[config.mk]
export PLATFORM = sky130hd
export DESIGN_NAME = register_bank
export DESIGN_NICKNAME = d
export VERILOG_FILES = /design/src/rtl/register_bank.sv
export SDC_FILE = /design/constraint.sdc
export NUM_CORES = 1
export LEC_CHECK = 0
export ABC_AREA = 1
export BUFFER_PORTS_ARGS = -buffer_cell sky130_fd_sc_hd__buf_2
export CAP_MARGIN = 30
export CORE_MARGIN = 3
export CORE_UTILIZATION = 35
export DETAILED_ROUTE_END_ITERATION = 10
export HOLD_SLACK_MARGIN = 0.08
export PLACE_DENSITY_LB_ADDON = 0.2
export SLEW_MARGIN = 20
export SYNTH_ARGS = -nofsm -noshare
export SYNTH_HDL_FRONTEND = slang
export SYNTH_SLANG_ARGS = --single-unit
[constraint.sdc]
create_clock -name clock -period 1.5 [get_ports clock]
set_input_delay 0 -clock clock [delete_from_list [all_inputs] [get_ports clock]]
set_output_delay 0 -clock clock [all_outputs]
set_load 0.05 [all_outputs]
[src/rtl/register_bank.sv]
// Eight-entry register bank with single-port writes, a registered write
// acknowledge, and a clear sequence that zeroes one register per cycle while busy.
module register_bank #(
    parameter int WIDTH = 16,
    parameter int NREGS = 8
) (
    input  logic             clock,
    input  logic             reset,
    input  logic             write_enable,
    input  logic [2:0]       write_addr,
    input  logic [WIDTH-1:0] write_data,
    input  logic             clear_req,
    output logic             write_ack,
    output logic             busy,
    output logic [WIDTH-1:0] q0,
    output logic [WIDTH-1:0] q1,
    output logic [WIDTH-1:0] q2,
    output logic [WIDTH-1:0] q3,
    output logic [WIDTH-1:0] q4,
    output logic [WIDTH-1:0] q5,
    output logic [WIDTH-1:0] q6,
    output logic [WIDTH-1:0] q7
);

    typedef enum logic {
        IDLE,
        CLEAR
    } state_e;

    state_e           state_q, state_d;
    logic [2:0]       count_q, count_d;
    logic             write_ack_q, write_ack_d;
    logic [WIDTH-1:0] regs_q [NREGS];
    logic [WIDTH-1:0] regs_d [NREGS];

    always_comb begin
        // NOTE: every signal driven here gets a default first, so no path leaves one unassigned and infers a latch.
        state_d     = state_q;
        count_d     = count_q;
        write_ack_d = 1'b0;
        regs_d      = regs_q;

        case (state_q)
            IDLE: begin
                if (write_enable) begin
                    regs_d[write_addr] = write_data;
                    write_ack_d        = 1'b1;
                end
                // A same-cycle write still lands; the sweep zeroes it later.
                if (clear_req) begin
                    state_d = CLEAR;
                    count_d = 3'd0;
                end
            end
            CLEAR: begin
                regs_d[count_q] = '0;
                count_d         = count_q + 3'd1;
                if (count_q == 3'd7) begin
                    state_d = IDLE;
                end
            end
            default: state_d = IDLE;
        endcase
    end

    always_ff @(posedge clock) begin
        // NOTE: sequential state uses non-blocking assignments so all flops update together at the edge.
        if (reset) begin
            state_q     <= IDLE;
            count_q     <= 3'd0;
            write_ack_q <= 1'b0;
            // NOTE: the register array is reset on purpose, since all outputs must read zero after reset.
            for (int i = 0; i < NREGS; i++) begin
                regs_q[i] <= '0;
            end
        end else begin
            state_q     <= state_d;
            count_q     <= count_d;
            write_ack_q <= write_ack_d;
            regs_q      <= regs_d;
        end
    end

    assign write_ack = write_ack_q;
    assign busy      = (state_q == CLEAR);

    assign q0 = regs_q[0];
    assign q1 = regs_q[1];
    assign q2 = regs_q[2];
    assign q3 = regs_q[3];
    assign q4 = regs_q[4];
    assign q5 = regs_q[5];
    assign q6 = regs_q[6];
    assign q7 = regs_q[7];

endmodule
==> flow_summary.yaml <==
layout:
  area_delta_synth_final_pct: 33.6
  diodes: 0
  layout-drive-gt1-share: 0.288
  layout_commonest_cell: "nand3_1"
  nNetsFinal: 824
  n_fill_cell: 1390
  most-common-layout-cells: "nand3_1 (183), buf_2 (151), dfxtp_1 (132)"
synth:
  seq_area_frac_synth: 0.516
  yosys_warnings: 0
  synthCells: 640
  synth_cell_types: 19
  syn_nets: 665
  syn_area_mm2: 0.00516
  ys_seq_elements: 133
  avgSynthCellArea_um2: 8.06
timing:
  drv_slew: 0
  setup-violations-final: 0
  fin_crit_ns: 1.34
  skew_ns: 0.00785
  final.period_utilization: 0.890
  rsz0062_at_grt: "false"
  hold_viol_final: 0
  setup_ws_ns: 0.165
  setup_tns_ns: 0
  max_freq_ghz: 0.749
  relSlewSlack: 0.597
  tightestPinTransition_ns: 0.605
route:
  vias: 5244
  final_antenna_net_count: 0
  wl_per_cell_um: 17.8
  via_per_inst: 5.29
  dr.pass1.iters: 5
  drc: 0
  first_iter_violations: 464
  routed_wl_mm: 17.7
outcome:
  status: "finished clean"
floorplanning:
  start_util: 0.364
  dieArea_mm2: 0.0162
  core_area_mm2: 0.0141
  dieHeight_um: 127
  die_w_um: 127
  rows: 43
  io_pins: 153
power_and_ir_drop:
  p_seq_frac: 0.416
  leakagePower_nw: 2.85
  intPower_w: 0.00654
  powerDensity_mw_per_mm2: 1270
  peakVddDrop_uv: 783
  p_comb_frac: 0.090
  power.share.clock: 0.494
  power.switching_w: 0.00220
  swShare: 0.252
global_route:
  grt_usage: 0.213
  antenna_found_initial: 1
  grt_max_degree: 53
  overflow: 0
  grt_pass1_vias: 4822
  grt_pass1_wl_mm: 26.5
critical_path:
  worst_path_largest_cell_delay_ns: 0.38
  crit_required_ns: 1.84
  timing_worst_setup_path_type: "flop to flop"
  worstSetupStartpointType: "flop"
  path_buf_inv: 1
  crit_chain: "inv_2, nand2_2, nor2_4, nand2_1, a21oi_1"
  crit_slowest_cell: "dfxtp_2"
  cp.arrival_ns: 1.67
  cpLargestDelayFamily: "simple AND/OR/NAND/NOR gates"
  cp-end-kind: "flop"
  cp_max_fo: 16
clock_network:
  clockBufferDepth: 2
  path_clk_slew_ns: 0.06
  h-tree-depth: 4
  cts_resized: 0
  cts.sinks: 133
  cts-root-buf: "clkbuf_16"
  clock_latency_ns: 0.42
  cts-buffers-inserted: 17
  cts_tree: "yes"
placement:
  port_buffers: 152
  dp_hpwl_mm: 11.6
  gp_congestion: 0.841
  pre_cts_ws_ns: 0.187
hold_path:
  hold_path_class: "input pin to flop"
flow_run:
  maxCapViolations: 0
per-stage QoR:
stage / instance area [µm²] / std cells / hold WS, ns / power, W / utilization
after floorplan: 5160 / 640 / 0.194 / 0.00423 / -
after global placement: 6080 / 941 / 0.309 / 0.00445 / 0.430
after detailed placement: 6080 / 941 / 0.325 / 0.00446 / 0.430
after CTS: 6890 / 992 / 0.0802 / 0.00881 / 0.487
after global routing: 6890 / 992 / 0.105 / 0.00903 / 0.487
final: 6890 / 992 / 0.105 / 0.00874 / 0.487
final timing paths:
path                       from     end  slack, ns  cells after the start
hold / removal    write_addr[0]   q5[1]       0.10                      5
setup reg to reg           busy  q3[15]       0.16                      5
hold reg to reg           q1[0]   q1[0]       0.47                      2
setup / recovery           busy  q3[15]       0.16                      5
metal layers:
| metal | vias up | track usage | share of wire |
|---|---|---|---|
| li1 | 2508 | - | - |
| met1 | 2459 | 0.283 | 0.43 |
| met2 | 227 | 0.321 | 0.45 |
| met3 | 48 | 0.0560 | 0.079 |
| met4 | 2 | 0.103 | 0.038 |
| met5 | - | 0 | 0.00068 |
cells by family after synthesis:
kind of cell,after synthesis,synth area share
simple gates,298,0.278
flops,133,0.516
compound gates,132,0.129
buf+inv,75,0.0721
fa+ha+maj,2,0.00485
what timing repair did:
item                                   4_1_cts  5_1_grt
buffers inserted                             0        0
endpoints found under the hold margin      133        0
hold buffers                                19        0
flip-flops by register name (all words and copies together), names as in the netlist:
| register | count |
|---|---|
| count_q | 3 |
| write_ack | 1 |
| q5 | 16 |
| q0 | 16 |
| busy | 1 |
| q4 | 16 |
| q6 | 16 |
| q1 | 16 |
| q2 | 16 |
| q3 | 16 |
| q7 | 16 |
power groups by stage:
stage | sequential (W) | clock [W] | combinational, W
2_1_floorplan | 0.00391 | 0 | 0.000315
3_3_place_gp | 0.00371 | 0 | 0.000738
5_1_grt | 0.00365 | 0.00455 | 0.000835
3_5_place_dp | 0.00372 | 0 | 0.000746
6_report | 0.00364 | 0.00432 | 0.000786
4_1_cts | 0.00364 | 0.00438 | 0.000787
synthesized netlist by cell type:
cell	instances	share of area
nand3_1	183	0.18
inv_2	5	0.0036
dfxtp_1	133	0.52
buf_4	5	0.0073
nor2_4	4	0.0087
nor3_4	1	0.0032
a211oi_1	1	0.0015
buf_2	33	0.032
inv_1	8	0.0058
nor2_8	1	0.0039
clkbuf_1	20	0.015
nand2_2	3	0.0036
buf_6	4	0.0087
nand2_1	96	0.070
nor2_2	3	0.0036
ha_1	2	0.0049
nand3_4	1	0.0034
nor2_1	6	0.0044
a21oi_1	131	0.13
tightest hold or removal path: stages:
cell and delay, ns:
buf_2 0.16, nand2_2 0.10, nor2_4 0.08, nand2_1 0.07
a21oi_1 0.05
area by class of cell:
cell class / instances / area (µm²) / share of cell area
Timing Repair Buffer: 202 / 1210 / 0.176
Sequential cell: 133 / 2660 / 0.387
Multi-Input combinational cell: 432 / 2120 / 0.308
Tap cell: 180 / 225 / 0.0327
Clock inverter: 12 / 151 / 0.0220
Clock buffer: 20 / 467 / 0.0677
Inverter: 13 / 48.8 / 0.00708
Power figures use the tool's default switching activity.
